[src/rtl/multicycle_ctrl_pkg.sv]
// Shared encodings for the multicycle controller: states, opcodes and
// the datapath select codes it drives.
package multicycle_ctrl_pkg;

  typedef enum logic [3:0] {
    ST_FETCH    = 4'd0,
    ST_DECODE   = 4'd1,
    ST_MEM_ADDR = 4'd2,
    ST_MEM_RD   = 4'd3,
    ST_MEM_WB   = 4'd4,
    ST_MEM_WR   = 4'd5,
    ST_EXEC_R   = 4'd6,
    ST_WB_R     = 4'd7,
    ST_BRANCH   = 4'd8,
    ST_EXEC_I   = 4'd9,
    ST_WB_I     = 4'd10,
    ST_JUMP     = 4'd11
  } state_t;

  localparam logic [5:0] OP_R    = 6'b000000;
  localparam logic [5:0] OP_ADDI = 6'b001000;
  localparam logic [5:0] OP_SLTI = 6'b001010;
  localparam logic [5:0] OP_BEQ  = 6'b000100;
  localparam logic [5:0] OP_LW   = 6'b100011;
  localparam logic [5:0] OP_SW   = 6'b101011;
  localparam logic [5:0] OP_J    = 6'b000010;

  typedef enum logic [2:0] {
    ALU_ADD   = 3'b000,
    ALU_SUB   = 3'b001,
    ALU_FUNCT = 3'b010,
    ALU_SLT   = 3'b011
  } alu_op_t;

  typedef enum logic [1:0] {
    SRCB_RT      = 2'b00,
    SRCB_FOUR    = 2'b01,
    SRCB_IMM     = 2'b10,
    SRCB_IMM_SH2 = 2'b11
  } alu_src_b_t;

  typedef enum logic [1:0] {
    PC_ALU    = 2'b00,
    PC_ALUOUT = 2'b01,
    PC_JUMP   = 2'b10
  } pc_src_t;

  // True for every opcode the controller knows how to sequence.
  function automatic logic is_legal_op(input logic [5:0] op);
    case (op)
      OP_R, OP_ADDI, OP_SLTI, OP_BEQ, OP_LW, OP_SW, OP_J: is_legal_op = 1'b1;
      default:                                            is_legal_op = 1'b0;
    endcase
  endfunction

endpackage

[src/rtl/multicycle_ctrl.sv]
// Moore-style control FSM for a MIPS-like multicycle datapath, with a
// retired-instruction counter. Memory handshakes hold the request until
// mem_ready_i is seen.
module multicycle_ctrl
  import multicycle_ctrl_pkg::*;
(
  input  logic        clk_i,
  input  logic        rst_i,
  input  logic [5:0]  instr_op_i,
  input  logic        zero_i,
  input  logic        mem_ready_i,
  output logic        mem_req_o,
  output logic        mem_we_o,
  output logic        IorD_o,
  output logic        IRWrite_o,
  output logic        PCWrite_o,
  output logic [1:0]  PCSrc_o,
  output logic        RegWrite_o,
  output logic        RegDst_o,
  output logic        MemtoReg_o,
  output logic        ALUSrcA_o,
  output logic [1:0]  ALUSrcB_o,
  output logic [2:0]  ALU_op_o,
  output logic        illegal_o,
  output logic        retire_o,
  output logic [31:0] instr_cnt_o,
  output logic [3:0]  state_o
);

  state_t      state_q;
  state_t      state_d;
  logic [31:0] instr_cnt_q;

  // Raw strobes before the reset gate.
  logic mem_req_d;
  logic mem_we_d;
  logic ir_write_d;
  logic pc_write_d;

  // State register.
  // NOTE: sequential state uses <= so every flop samples pre-edge values.
  always_ff @(posedge clk_i or negedge rst_i) begin
    if (!rst_i) state_q <= ST_FETCH;
    else        state_q <= state_d;
  end

  // Next-state selection.
  // NOTE: default assigned first so no path leaves state_d unassigned (no latch).
  always_comb begin
    state_d = state_q;
    case (state_q)
      ST_FETCH:    if (mem_ready_i) state_d = ST_DECODE;
      ST_DECODE: begin
        case (instr_op_i)
          OP_R:           state_d = ST_EXEC_R;
          OP_ADDI,
          OP_SLTI:        state_d = ST_EXEC_I;
          OP_LW,
          OP_SW:          state_d = ST_MEM_ADDR;
          OP_BEQ:         state_d = ST_BRANCH;
          OP_J:           state_d = ST_JUMP;
          default:        state_d = ST_FETCH;
        endcase
      end
      ST_MEM_ADDR: state_d = (instr_op_i == OP_SW) ? ST_MEM_WR : ST_MEM_RD;
      ST_MEM_RD:   if (mem_ready_i) state_d = ST_MEM_WB;
      ST_MEM_WR:   if (mem_ready_i) state_d = ST_FETCH;
      ST_EXEC_R:   state_d = ST_WB_R;
      ST_EXEC_I:   state_d = ST_WB_I;
      ST_MEM_WB,
      ST_WB_R,
      ST_WB_I,
      ST_BRANCH,
      ST_JUMP:     state_d = ST_FETCH;
      default:     state_d = ST_FETCH;  // unused encodings recover to FETCH
    endcase
  end

  // Output decode: Moore outputs from state, plus the few handshake- or
  // flag-qualified strobes.
  always_comb begin
    mem_req_d  = 1'b0;
    mem_we_d   = 1'b0;
    ir_write_d = 1'b0;
    pc_write_d = 1'b0;
    IorD_o     = 1'b0;
    PCSrc_o    = PC_ALU;
    RegWrite_o = 1'b0;
    RegDst_o   = 1'b0;
    MemtoReg_o = 1'b0;
    ALUSrcA_o  = 1'b0;
    ALUSrcB_o  = SRCB_RT;
    ALU_op_o   = ALU_ADD;
    illegal_o  = 1'b0;
    retire_o   = 1'b0;
    case (state_q)
      ST_FETCH: begin
        mem_req_d  = 1'b1;
        ALUSrcB_o  = SRCB_FOUR;
        ir_write_d = mem_ready_i;
        pc_write_d = mem_ready_i;
      end
      ST_DECODE: begin
        ALUSrcB_o = SRCB_IMM_SH2;
        illegal_o = !is_legal_op(instr_op_i);
      end
      ST_MEM_ADDR: begin
        ALUSrcA_o = 1'b1;
        ALUSrcB_o = SRCB_IMM;
      end
      ST_MEM_RD: begin
        mem_req_d = 1'b1;
        IorD_o    = 1'b1;
      end
      ST_MEM_WB: begin
        RegWrite_o = 1'b1;
        MemtoReg_o = 1'b1;
        retire_o   = 1'b1;
      end
      ST_MEM_WR: begin
        mem_req_d = 1'b1;
        mem_we_d  = 1'b1;
        IorD_o    = 1'b1;
        retire_o  = mem_ready_i;
      end
      ST_EXEC_R: begin
        ALUSrcA_o = 1'b1;
        ALU_op_o  = ALU_FUNCT;
      end
      ST_WB_R: begin
        RegWrite_o = 1'b1;
        RegDst_o   = 1'b1;
        retire_o   = 1'b1;
      end
      ST_EXEC_I: begin
        ALUSrcA_o = 1'b1;
        ALUSrcB_o = SRCB_IMM;
        ALU_op_o  = (instr_op_i == OP_SLTI) ? ALU_SLT : ALU_ADD;
      end
      ST_WB_I: begin
        RegWrite_o = 1'b1;
        retire_o   = 1'b1;
      end
      ST_BRANCH: begin
        ALUSrcA_o  = 1'b1;
        ALU_op_o   = ALU_SUB;
        PCSrc_o    = PC_ALUOUT;
        pc_write_d = zero_i;
        retire_o   = 1'b1;
      end
      ST_JUMP: begin
        PCSrc_o    = PC_JUMP;
        pc_write_d = 1'b1;
        retire_o   = 1'b1;
      end
      default: ;
    endcase
  end

  // While reset is asserted the state already sits in FETCH, which would
  // otherwise raise a request; gating here drops it in the same cycle.
  assign mem_req_o = mem_req_d  & rst_i;
  assign mem_we_o  = mem_we_d   & rst_i;
  assign IRWrite_o = ir_write_d & rst_i;
  assign PCWrite_o = pc_write_d & rst_i;

  // Retired-instruction counter; wraps naturally at 2^32.
  always_ff @(posedge clk_i or negedge rst_i) begin
    if (!rst_i)        instr_cnt_q <= '0;
    else if (retire_o) instr_cnt_q <= instr_cnt_q + 32'd1;
  end

  assign instr_cnt_o = instr_cnt_q;
  assign state_o     = state_q;

endmodule

[config.mk]
export PLATFORM = sky130hd
export DESIGN_NAME = multicycle_ctrl
export DESIGN_NICKNAME = d
export VERILOG_FILES = /design/src/rtl/multicycle_ctrl_pkg.sv /design/src/rtl/multicycle_ctrl.sv
export SDC_FILE = /design/constraint.sdc
export NUM_CORES = 1
export LEC_CHECK = 0
export BUFFER_PORTS_ARGS = -buffer_cell sky130_fd_sc_hd__buf_2
export CORE_UTILIZATION = 50
export DETAILED_ROUTE_END_ITERATION = 12
export PLACE_DENSITY = 0.78
export SLEW_MARGIN = 25
export SYNTH_ARGS = -nofsm -noshare
export SYNTH_HDL_FRONTEND = slang
export SYNTH_SLANG_ARGS = --single-unit
[constraint.sdc]
create_clock -name clk_i -period 3 [get_ports clk_i]
set_clock_uncertainty 0.1 [all_clocks]
set_input_delay 0.15 -clock clk_i [delete_from_list [all_inputs] [get_ports clk_i]]
set_output_delay 0.15 -clock clk_i [all_outputs]
set_load 0.02 [all_outputs]
-- After elaboration in Yosys (flattened, before gate mapping)
Cells that the tools add are included.
- logic and storage cells: 63
- bits of input ports: 10
- output and inout bits: 54
- register bits: 36
- mux-type cells: 23
- reductions and logical operators: 13
- add/subtract/negate cells: 1
- equal/unequal tests: 20
- bitwise gates (word level): 4
- operators by type and width (cell ; count):
    $add 32x1->32 const B ; 1
    $pmux 4 s7 ; 1
    $pmux 4 s5 ; 1
    $eq 4x3->1 const B ; 4
    $eq 4x4->1 const B ; 4
    $eq 6x4->1 const B ; 2
    $eq 6x6->1 const B ; 2
    $mux 4 ; 3
    $pmux 2 s3 ; 2
    $mux 1 ; 11
    $eq 4x2->1 const B ; 2
    $reduce_or 2->1 ; 4
    $reduce_or 7->1 ; 1
    $eq 6x2->1 const B ; 1
    $eq 6x3->1 const B ; 1
    $logic_not 6->1 ; 1
    $ne 2x2->1 const B ; 3
    $reduce_or 3->1 ; 2
    $reduce_or 5->1 ; 1
    $and 1x1->1 ; 4
    $eq 4x1->1 const B ; 1
    $logic_not 4->1 ; 1
    $pmux 2 s2 ; 1
    $reduce_or 4->1 ; 1
    other kinds (6) ; 6

-- Logic depth before layout (Yosys ltp)
- depth in word-level cells: 6
- mapped depth: 7
- depth with buffers taken out: 5

-- Worst setup path after synthesis
Ideal clock, no wire load.
- path type: flip-flop to flip-flop
- start point: register instr_cnt_q[0] (netlist: instr_cnt_o[0])
- end point: register instr_cnt_q[30] (netlist: instr_cnt_o[30])
- library setup time: 80 ps
- buffers on the path: 1
- arrival: 1783 ps
- cell stages (with the launch flop): 7
- data required time: 2820 ps
- period minus slack after synthesis: 1963 ps
- setup slack: 1037 ps
- cell sequence: dfrtp_1 > ha_1 > clkbuf_1 > and3_1 > nand4_1 > nor4_2 > xor2_1
- word-level cells in the longest chain between the ends: 1
- RTL lines (what ; line ; source):
    from (decl) ; multicycle_ctrl.sv:32 ; logic [31:0] instr_cnt_q;
    from (signal assigned) ; multicycle_ctrl.sv:170 ; else if (retire_o) instr_cnt_q <= instr_cnt_q + 32'd1;
    $add 32x1->32 ; multicycle_ctrl.sv:170 ;
Every way passes these cells.
A chain may end at the register's enable or synchronous reset.

-- Worst setup path after layout
- start point: register state_q[2] (netlist: state_o[2])
- end point: output port retire_o
- word-level cells in the longest chain between the ends: 3
- elaborated cells on any way between the ends: 8
- those cells by class: eq/ne: 6; mux: 1; reduce/logical: 1
- RTL lines (what ; line ; source):
    from (decl) ; multicycle_ctrl.sv:30 ; state_t state_q;
    from (signal assigned) ; multicycle_ctrl.sv:44 ; else state_q <= state_d;
    $eq 4x4->1 / $eq 4x3->1 (equally long branches) ; multicycle_ctrl.sv:96 ; case (state_q)
    $reduce_or 5->1 (no line) ; -- ;
    $pmux 1 s2 * ; multicycle_ctrl.sv:96 ;
    to (decl) ; multicycle_ctrl.sv:25 ; output logic retire_o,
Mark *: on every way between the ends. The rest lies on a longest branch, timed or not.

==> run summary <==
outcome: complete, no violations
setup bufs post-CTS: 0
Total Nets Final: 293
Switching Share: 41.7%
CP arrival: 2.16 ns
vias in the first global route: 1568
Vias: 1859
Final Hold Viols: 0
Clk Latency, worst-skew pair: 0.28 ns
placer congestion estimate: 0.838
P_int: 0.888 mW
net count after synthesis: 235
Post-Route WL: 4.77 mm
max-cap violation count: 0
final worst setup slack: 0.586 ns
pre-CTS WS: 0.790 ns
Synth Area per Inst: 9.48 sq um
Logic pwr share: 37.8%
GR Util All Layers: 22.4%
FF-to-FF path depth: 5
Clk pin slew, worst setup/hold paths: 0.06 ns
area grow syn2layout: 18.1%
RR Startpoint: state_o[2]
FF+latch count, synth: 36
clk root buf: clkbuf_8
leakage: 1.05 nW
Placement Rows: 23
startpoint types: register
Fin Setup TNS: 0 ns
Synth Cell Area: 2120 sq um
Die Y-Extent: 67.2 um
cell breakdown of the critical path: nand2b_2, o32a_4, inv_2, buf_2
die width: 67.2 um
Final Instance Area: 2510 sq um
Worst Max-Slew Pin Slew: 0.587 ns
Synth async-reset ratio: 100%
Post-CTS Resized: 0
Post-route DRC: 0
Sw Pwr: 0.636 mW
Synth Flop Type: dfrtp_1
post-layout minimum cycle time: 2.41 ns
Post-DP HPWL: 3.36 mm
top cell type's share of synthesized area: 42.4%
pwr dens: 608 nW/um^2
hold buffers post-CTS: 1
register area share after synthesis: 42.4%
DRT iter0 DRCs: 150
initial antenna violation count: 0
I/O Buffers: 62
filler-free cell count of the finished design: 330
Ports: 64
slowest CP cell: dfrtp_1
largest net degree at the start of global routing: 37
die area: 4510 sq um
Area contributors post-synth: dfrtp_1 42%, xor2_1 7.4%, xnor2_1 6.2%, nor3_1 4.7%, and4_1 3.3%
peak supply drop: 389 uV
Crit. path cell count: 4
clk sinks: 36
Post-synth EDFFs: 0
worst setup path end: retire_o
cell area after placement: 2430 sq um
core area: 4030 sq um
cells after synthesis: 224
Crit Path Category: reg -> out
GR Overflow Total: 0
dominant cell type by area after synthesis: dfrtp_1
placed cells: 324
Max Fclk: 0.414 GHz
worst rel slew slack: 60.9%
layout cells sized above 1: 27.9%
drt pass-1 iters: 4
CP delay by family, top: flip-flops
slowest stage delay, CP: 0.71 ns
clock tree from TritonCTS: built
CP Buf/Inv Count: 2
Crit. End Element: output port
worst hold path type: in -> reg
via-per-instance ratio: 5.63
WP data required: 2.75 ns
number of buffers created by CTS: 5
final period utilization: 80.5%
Reg2Reg Capture Point: instr_cnt_o[9]
Worst Setup SP: state_o[2]
H-tree Lvls: 2
unrepaired setup endpoints after global routing: false
final setup fails: 0
first-pass GRT wire length: 7.58 mm
Clock power frac: 20.1%
Netlist cell types: 39
antenna diode instance count: 0
Max Root-Sink Buffers: 2
initial core utilization: 52.7%
Reg power frac: 42.1%
routed len/inst: 14.4 um
yosys warns: 0
Slew Viols, Final: 0
Pwr Total: 1.52 mW
Final ANT Viol Nets: 0
CP Max Fanout: 22
Worst R2R Setup Slack: 0.76 ns
-- layout by cell type, fill, tap and decap left out, drive strengths merged, types with 2 or more instances in the layout --
| cell type | count |
|---|---|
| o22ai | 2 |
| inv | 7 |
| a21oi | 7 |
| and2 | 3 |
| xnor2 | 15 |
| nor2b | 3 |
| dfrtp | 36 |
| xor2 | 18 |
| nor3 | 20 |
| o21ai | 4 |
| and3 | 7 |
| nor2 | 13 |
| nand3 | 12 |
| nand4 | 11 |
| a211oi | 2 |
| clkbuf | 5 |
| buf | 63 |
| o32ai | 2 |
| nand2 | 13 |
| nor4 | 8 |
| and4 | 8 |
| nor3b | 2 |
| nand2b | 9 |
-- area by class of cell --
class,instances,area (sq um)
well taps,50,62.6
clock buffers,5,68.8
repair buffers,64,328
inverters,7,26.3
multi-input cells,168,1120
flip-flops and latches,36,901
fillers,363,1520
-- worst register-to-register path: cells and delay by family, from the launching register on --
family          cells  cell delay, ns
flops               1            0.71
compound gates      1            0.52
simple gates        2            0.45
buf+inv             1            0.23
xor+xnor            1            0.16
-- metrics by stage --
| step | utilization (%) | hold slack [ns] |
|---|---|---|
| final | 62.2 | 0.0698 |
| after CTS | 62.2 | 0.0604 |
| after detailed placement | 60.3 | 0.164 |
| after global placement | 60.3 | 0.169 |
| after floorplan | - | -0.246 |
| after global routing | 62.2 | 0.0700 |
-- per-layer routing --
metal  vias to the layer above  GRT usage (%)  share of wire, %
met5                         -              0                 0
met2                        59           35.0                47
met1                       877           30.1                46
met4                         0           8.78               1.5
li1                        915              -                 -
met3                         8           5.07               4.8
-- Yosys cell counts, drive strengths merged, types with 8 or more instances --
master,instances
and4,8
buf,8
dfrtp,36
nand2,13
nand2b,9
nand3,12
nand4,11
nor2,13
nor3,20
nor4,8
xnor2,15
xor2,18
-- kinds of logic (layout without fill, tap and decap cells) --
kind of cell | Yosys count | after routing | share of synthesized area, %
AND/OR/NAND/NOR | 112 | 112 | 31.3
flip-flops | 36 | 36 | 42.4
XOR/XNOR | 33 | 33 | 13.6
AO/OA/AOI/OAI | 21 | 21 | 7.13
buffers and inverters | 20 | 76 | 4.77
adder cells (fa/ha/maj) | 1 | 1 | 0.589
other | 1 | 1 | 0.177
-- power by group through the flow --
stage / sequential, mW / combinational, mW / clock [mW]
finish: 0.641 / 0.577 / 0.307
global route: 0.652 / 0.630 / 0.339
CTS: 0.637 / 0.579 / 0.316
detailed placement: 0.647 / 0.575 / 0
global placement: 0.645 / 0.568 / 0
floorplan: 0.632 / 0.439 / 0
-- flip-flops by register name, summed over array words and instances (netlist names) --
name,flops
state_o,4
instr_cnt_o,32
-- how the worst min path moves through the flow --
stage	start	end	slack (ns)	cells after the start
final	mem_ready_i	state_o[2]	0.07	2
after floorplan	rst_i	instr_cnt_o[0]	-0.25	0
after global routing	mem_ready_i	state_o[2]	0.07	2
after detailed placement	rst_i	state_o[0]	0.16	2
after CTS	mem_ready_i	state_o[2]	0.06	2
after global placement	rst_i	instr_cnt_o[17]	0.17	2
(Power assumes the default switching activity.)
